File: config.mk
export PLATFORM = sky130hd
export DESIGN_NAME = id_ex_pipe_reg
export DESIGN_NICKNAME = d
export VERILOG_FILES = /design/src/rtl/pipe_pkg.sv /design/src/rtl/pipe_field_reg.sv /design/src/rtl/id_ex_pipe_reg.sv
export SDC_FILE = /design/constraint.sdc
export NUM_CORES = 1
export LEC_CHECK = 0
export CORE_ASPECT_RATIO = 1.4
export CORE_MARGIN = 3
export CORE_UTILIZATION = 44
export DETAILED_ROUTE_END_ITERATION = 12
export PLACE_DENSITY = 0.86
export SYNTH_ARGS = -nofsm -noshare
export SYNTH_HDL_FRONTEND = slang
export SYNTH_SLANG_ARGS = --single-unit
File: constraint.sdc
create_clock -name clk -period 1.2 [get_ports clk]
set_input_delay 0.24 -clock clk [delete_from_list [all_inputs] [get_ports clk]]
set_output_delay 0.24 -clock clk [all_outputs]
set_load 0.005 [all_outputs]
File: src/rtl/pipe_pkg.sv
// Shared pipeline definitions: the EX-stage control bundle, its NOP value,
// default datapath widths and the ALUOp encodings.
package pipe_pkg;

    localparam int unsigned DATA_W     = 32;
    localparam int unsigned REG_ADDR_W = 5;

    typedef enum logic [1:0] {
        ALU_OP_ADD   = 2'b00,
        ALU_OP_SUB   = 2'b01,
        ALU_OP_FUNCT = 2'b10
    } alu_op_e;

    typedef struct packed {
        logic    reg_dst;
        logic    alu_src;
        logic    mem_to_reg;
        logic    reg_write;
        logic    mem_read;
        logic    mem_write;
        logic    branch;
        alu_op_e alu_op;
    } ctrl_ex_t;

    localparam ctrl_ex_t CTRL_NOP = '0;

endpackage

File: src/rtl/pipe_field_reg.sv
// Generic pipeline field register: synchronous clear beats hold beats load,
// with an asynchronous active-low reset to zero.
module pipe_field_reg #(
    parameter int unsigned W = 1
) (
    input  logic         clk,
    input  logic         rst_n,
    input  logic         clr,
    input  logic         hold,
    input  logic [W-1:0] d,
    output logic [W-1:0] q
);

    // Field storage: reset, then clear, then hold, otherwise capture d.
    always_ff @(posedge clk or negedge rst_n) begin
        if (!rst_n) begin
            q <= '0;
        end else if (clr) begin
            q <= '0;
        end else if (!hold) begin
            q <= d;
        end
    end

endmodule

File: src/rtl/id_ex_pipe_reg.sv
// ID/EX pipeline register. Captures gated control, register read data,
// immediate and register specifiers; supports stall (hold), flush (bubble)
// and a per-entry valid bit.
// Optional macro ID_EX_BUBBLE_CNT_EN adds a saturating 32-bit bubble_cnt
// output counting every edge that writes an invalid entry.
module id_ex_pipe_reg #(
    parameter int unsigned DATA_W     = pipe_pkg::DATA_W,
    parameter int unsigned REG_ADDR_W = pipe_pkg::REG_ADDR_W
) (
    input  logic                  clk,
    input  logic                  rst_n,
    input  logic                  id_valid,
    input  logic                  stall,
    input  logic                  flush,
    input  logic                  id_reg_dst,
    input  logic                  id_alu_src,
    input  logic                  id_mem_to_reg,
    input  logic                  id_reg_write,
    input  logic                  id_mem_read,
    input  logic                  id_mem_write,
    input  logic                  id_branch,
    input  logic [1:0]            id_alu_op,
    input  logic [DATA_W-1:0]     id_pc_plus4,
    input  logic [DATA_W-1:0]     id_rd1,
    input  logic [DATA_W-1:0]     id_rd2,
    input  logic [DATA_W-1:0]     id_imm,
    input  logic [REG_ADDR_W-1:0] id_rs,
    input  logic [REG_ADDR_W-1:0] id_rt,
    input  logic [REG_ADDR_W-1:0] id_rd,
    output logic                  ex_valid,
    output logic                  ex_reg_dst,
    output logic                  ex_alu_src,
    output logic                  ex_mem_to_reg,
    output logic                  ex_reg_write,
    output logic                  ex_mem_read,
    output logic                  ex_mem_write,
    output logic                  ex_branch,
    output logic [1:0]            ex_alu_op,
    output logic [DATA_W-1:0]     ex_pc_plus4,
    output logic [DATA_W-1:0]     ex_rd1,
    output logic [DATA_W-1:0]     ex_rd2,
    output logic [DATA_W-1:0]     ex_imm,
    output logic [REG_ADDR_W-1:0] ex_rs,
    output logic [REG_ADDR_W-1:0] ex_rt,
    output logic [REG_ADDR_W-1:0] ex_rd
`ifdef ID_EX_BUBBLE_CNT_EN
    ,
    output logic [31:0]           bubble_cnt
`endif
);

    import pipe_pkg::*;

    localparam int unsigned CTRL_W = $bits(ctrl_ex_t) + 1;
    localparam int unsigned DBUS_W = 4 * DATA_W + 3 * REG_ADDR_W;

    ctrl_ex_t          ctrl_in;
    ctrl_ex_t          ctrl_gated;
    ctrl_ex_t          ctrl_q;
    logic [CTRL_W-1:0] ctrl_bus_d;
    logic [CTRL_W-1:0] ctrl_bus_q;
    logic [DBUS_W-1:0] data_bus_d;
    logic [DBUS_W-1:0] data_bus_q;

    // Pack control inputs and suppress them when the ID entry is not valid.
    always_comb begin
        ctrl_in            = CTRL_NOP;
        ctrl_in.reg_dst    = id_reg_dst;
        ctrl_in.alu_src    = id_alu_src;
        ctrl_in.mem_to_reg = id_mem_to_reg;
        ctrl_in.reg_write  = id_reg_write;
        ctrl_in.mem_read   = id_mem_read;
        ctrl_in.mem_write  = id_mem_write;
        ctrl_in.branch     = id_branch;
        ctrl_in.alu_op     = alu_op_e'(id_alu_op);
        ctrl_gated         = id_valid ? ctrl_in : CTRL_NOP;
    end

    assign ctrl_bus_d = {id_valid, ctrl_gated};
    assign data_bus_d = {id_pc_plus4, id_rd1, id_rd2, id_imm, id_rs, id_rt, id_rd};

    // Flush clears the stage even when stall is also asserted.
    pipe_field_reg #(.W(CTRL_W)) u_ctrl_reg (
        .clk   (clk),
        .rst_n (rst_n),
        .clr   (flush),
        .hold  (stall),
        .d     (ctrl_bus_d),
        .q     (ctrl_bus_q)
    );

    pipe_field_reg #(.W(DBUS_W)) u_data_reg (
        .clk   (clk),
        .rst_n (rst_n),
        .clr   (flush),
        .hold  (stall),
        .d     (data_bus_d),
        .q     (data_bus_q)
    );

    assign ctrl_q   = ctrl_bus_q[CTRL_W-2:0];
    assign ex_valid = ctrl_bus_q[CTRL_W-1];

    // Unpack the registered control bundle onto the EX-facing outputs.
    always_comb begin
        ex_reg_dst    = ctrl_q.reg_dst;
        ex_alu_src    = ctrl_q.alu_src;
        ex_mem_to_reg = ctrl_q.mem_to_reg;
        ex_reg_write  = ctrl_q.reg_write;
        ex_mem_read   = ctrl_q.mem_read;
        ex_mem_write  = ctrl_q.mem_write;
        ex_branch     = ctrl_q.branch;
        ex_alu_op     = ctrl_q.alu_op;
    end

    assign {ex_pc_plus4, ex_rd1, ex_rd2, ex_imm, ex_rs, ex_rt, ex_rd} = data_bus_q;

`ifdef ID_EX_BUBBLE_CNT_EN
    logic bubble_inc;

    assign bubble_inc = flush | (~stall & ~id_valid);

    // Count invalid-entry writes, saturating at all ones.
    always_ff @(posedge clk or negedge rst_n) begin
        if (!rst_n) begin
            bubble_cnt <= '0;
        end else if (bubble_inc && (bubble_cnt != '1)) begin
            bubble_cnt <= bubble_cnt + 32'd1;
        end
    end
`endif

endmodule

Yosys cells after proc, flatten, opt, wreduce, memory -nomap -nowiden
Cells that the tools add are included.
{"block": "word_totals", "regBits": 153, "input_bits": 157, "output_inout_bits": 153, "word_cells": 8}
{"block": "classes", "n_eq_ne": 1, "mux": 5}
{"op": "$mux W143", "count": 2}
{"op": "$mux W10", "count": 2}
{"op": "$mux W9", "count": 1}
{"op": "$ne A2 B1 Y1 const B", "count": 1}

Logic depth before layout (Yosys ltp)
{"block": "logic_depth", "ltp_word": 3, "mapped_depth": 5, "mapped_depth_nobuf": 2}

Cells and area by module
From an unflattened synthesis, not the netlist that was laid out.
{"block": "hier_totals", "hier_cells": 502, "area_unflattened_um2": 6252.2}
{"module": "pipe_field_reg at u_data_reg", "n_inst": 1, "cells_each": 461, "area_per_inst_um2": 5793.1, "seq_area_each_um2": 3578.4}
{"module": "pipe_field_reg at u_ctrl_reg", "n_inst": 1, "cells_each": 32, "area_per_inst_um2": 402.9, "seq_area_each_um2": 250.2}
{"module": "id_ex_pipe_reg", "n_inst": 1, "cells_each": 9, "area_per_inst_um2": 56.3, "seq_area_each_um2": 0.0}

Least setup slack after synthesis
Ideal clock, no wire load.
{"block": "synth_timing", "path_type": "input to register", "startpoint": "in stall", "endpoint": "reg u_data_reg.q[13]", "setup_ps": 132, "arrival_ps": 875, "required_ps": 1068, "path_slack_ps": 193, "stages": 5, "path_buffers": 3, "cell_sequence": "buf_4 buf_12 buf_8 mux2i_1 nor2_1"}
{"block": "synth_between", "elab_chain_cells": 1}
{"element": "from (decl)", "line": "id_ex_pipe_reg.sv:13", "rtl": "input logic stall,"}
{"element": "$ne A2 B1 Y1 (no line)"}
{"element": "to (signal assigned)", "line": "pipe_field_reg.sv:17", "rtl": "q <= '0;"}
{"element": "to (signal assigned)", "line": "pipe_field_reg.sv:19", "rtl": "q <= '0;"}
{"element": "to (signal assigned)", "line": "pipe_field_reg.sv:21", "rtl": "q <= d;"}
{"element": "to (decl)", "line": "pipe_field_reg.sv:11", "rtl": "output logic [W-1:0] q"}
Every way passes these cells.
A chain may end at the register's enable or synchronous reset.

Worst setup path in the final report
{"block": "layout_timing", "startpoint": "reg u_data_reg.q[8]", "endpoint": "out ex_rt[3]"}
{"element": "to (decl)", "line": "id_ex_pipe_reg.sv:44", "rtl": "output logic [REG_ADDR_W-1:0] ex_rt,"}
No word-level cell between the ends.

==> results.py <==
metrics = {
    "yosys": {
        "syn_inst": 490,
        "synth_cell_types": 16,
        "ys_warn_count": 0,
        "syn_nets": 647,
        "ys_seq_area_share_pct": 61.3,
        "ys_seq_elements": 153,
        "synth_area_um2": 6250,
        "avgSynthCellArea_um2": 12.8,
    },
    "worst_setup_path": {
        "reg2reg_depth": 4,
        "setup.worst_path.class": "reg2out",
        "r2r_slack_ns": 0.22,
        "slowest_stage": "dfrtp_1",
        "crit_buf_inv": 1,
        "cp.depth": 1,
        "crit_chain": "buf_2",
        "critical-path-top-delay-family": "flip-flops",
        "critPathArrivalTime_ns": 0.96,
        "max_stage_delay_ns": 0.41,
        "worstPathMaxFanout": 2,
        "worstSetupStartpointType": "flop",
        "cp.required_ns": 0.96,
        "cp-end-kind": "primary output",
    },
    "pwr": {
        "finalPower_mw": 12.6,
        "ir_drop_mv": 0.881,
        "power_density_nw_per_um2": 1250,
        "power_leakage_nw": 5.47,
    },
    "floorplanning": {
        "num_io_pins": 310,
        "dieArea_um2": 15700,
        "start_util_pct": 45.8,
        "core.rowCount": 50,
        "core_um2": 13600,
        "die_h_um": 147,
        "die_w_um": 107,
    },
    "drt": {
        "dr.pass1.iters": 4,
        "drt-initial-drc-count": 158,
        "routed_via_density": 4.95,
        "drc": 0,
        "dr_total_vias": 5416,
        "antenna_left": 0,
        "post_drt_wl_per_cell_um": 18.7,
        "routed_wl_um": 20400,
    },
    "timing": {
        "min_period_over_period_pct": 100,
        "setup_violations": 1,
        "hold_violations": 0,
        "period_minus_slack_ns": 1.20,
        "max_slew_margin_pct": 58.6,
        "tightest_slew_ns": 0.620,
        "skew_ns": 0,
        "rsz0062_at_grt": "true",
        "hold-worst-slack_ns": 0.242,
        "setup-tns-final_ns": -0.000287,
        "fmax_ghz": 0.833,
        "drv_slew": 0,
        "timing.final.ws_setup_ns": -0.000287,
    },
    "layout": {
        "final_core_util_pct": 73.5,
        "nFillCells": 939,
        "fin_nets": 1056,
        "mostFrequentLayoutCells": "clkdlybuf4s50_1, dfrtp_1, buf_2, mux2i_1, nor2_1",
        "syn_to_final_growth_pct": 60.4,
        "drive_above_1_share_pct": 33.3,
        "antenna_cells": 0,
    },
    "status": {
        "outcome": "finished, violations left",
        "violations": "negative setup slack",
    },
    "placement": {
        "portBuffers": 309,
        "dp_hpwl_um": 14600,
        "place_congestion": 0.885,
    },
    "clock_network": {
        "cts_root_buffer": "clkbuf_16",
        "clock_sinks": 153,
        "cts_tree": "yes",
        "numCtsBuffers": 17,
        "h-tree-depth": 4,
        "cts.path.max_buffers": 2,
        "cts.clk_slew.worst_paths_ns": 0.06,
        "clock_latency_ns": 0.41,
    },
    "global_routing": {
        "first_global_vias": 5885,
        "overflow": 0,
        "track_usage_pct": 25.4,
        "grt_pass1_wl_um": 30800,
        "grt_max_degree": 77,
        "antenna_found_initial": 0,
    },
    "hold_path": {
        "hold_class": "in2reg",
        "holdPathStages": 3,
    },
    "run": {
        "max_cap_viol_count": 0,
    },
}
[tightest hold or removal path, delay by kind of cell]
family,cells,cell delay (ns)
multiplexers,1,0.16
AND/OR/NAND/NOR,1,0.05
buffers and inverters,1,0.15
[routing by layer]
metal | wire, um | global-route usage, % | share of wire (%)
met1 | 6900 | 25.8 | 34
met2 | 10600 | 44.6 | 52
met3 | 1550 | 8.48 | 7.6
met4 | 1370 | 15.4 | 6.7
met5 | 0 | 0 | 0
[state kept, by name, indices dropped and copies added, names as in the netlist]
name and cells:
u_data_reg.q 143, u_ctrl_reg.q 10
[through the flow]
stage	cell area (um^2)	instances	worst slack, ns
5_1_grt	10000	1094	-0.0486
3_5_place_dp	9480	963	-0.355
6_report	10000	1094	-0.000287
3_3_place_gp	9480	963	-0.228
4_1_cts	9690	1052	-0.0116
2_1_floorplan	6250	490	0.193
[cells by family (layout without fill, tap and decap cells)]
kind of cell | Yosys count | in the layout | synth area share [%]
buf+inv | 36 | 458 | 5.27
simple gates | 148 | 148 | 9.03
mux | 144 | 144 | 23.1
compound gates | 9 | 9 | 1.36
flops | 153 | 153 | 61.3
[repair_timing]
item	in CTS	in global routing
hold endpoints to repair	145	0
hold buffers	1	0
gates resized for setup	612	3
setup endpoints to repair	153	94
cloned	0	0
buffers inserted	56	42
[final cells by class]
type	count	area, um^2	share of cell area (%)
multi-input cells	301	2090	20.9
clock inverters	15	115	1.15
repair buffers	425	3330	33.2
clock buffers	17	425	4.25
well taps	182	228	2.27
flip-flops and latches	153	3830	38.2
inverters	1	3.75	0.0375
[cell usage after synthesis]
library cell | number | area share (%)
inv_1 | 1 | 0.060
buf_8 | 14 | 3.4
nor2b_1 | 2 | 0.20
clkbuf_2 | 1 | 0.080
mux2i_1 | 144 | 23
buf_2 | 6 | 0.48
clkbuf_1 | 9 | 0.54
nand3b_1 | 1 | 0.12
dfrtp_1 | 153 | 61
a32o_1 | 8 | 1.3
nand2_1 | 1 | 0.060
buf_4 | 3 | 0.36
a21oi_1 | 1 | 0.080
nor2_1 | 144 | 8.7
buf_1 | 1 | 0.060
buf_12 | 1 | 0.32
[power by group]
part / internal [mW] / switching (mW) / total, mW
sequential: 5.44 / 0.149 / 5.59
combinational: 1.21 / 0.862 / 2.07
clock: 2.68 / 2.23 / 4.90
[final timing paths]
path                              startpoint                 to
min in group asynchronous              rst_n  u_data_reg.q[138]
min                                    stall    u_data_reg.q[2]
max reg2reg                u_data_reg.q[118]  u_data_reg.q[118]
max                          u_data_reg.q[8]           ex_rt[3]
min reg2reg                  u_ctrl_reg.q[6]    u_ctrl_reg.q[6]
max in group asynchronous              rst_n   u_data_reg.q[52]
(Power assumes the default switching activity.)
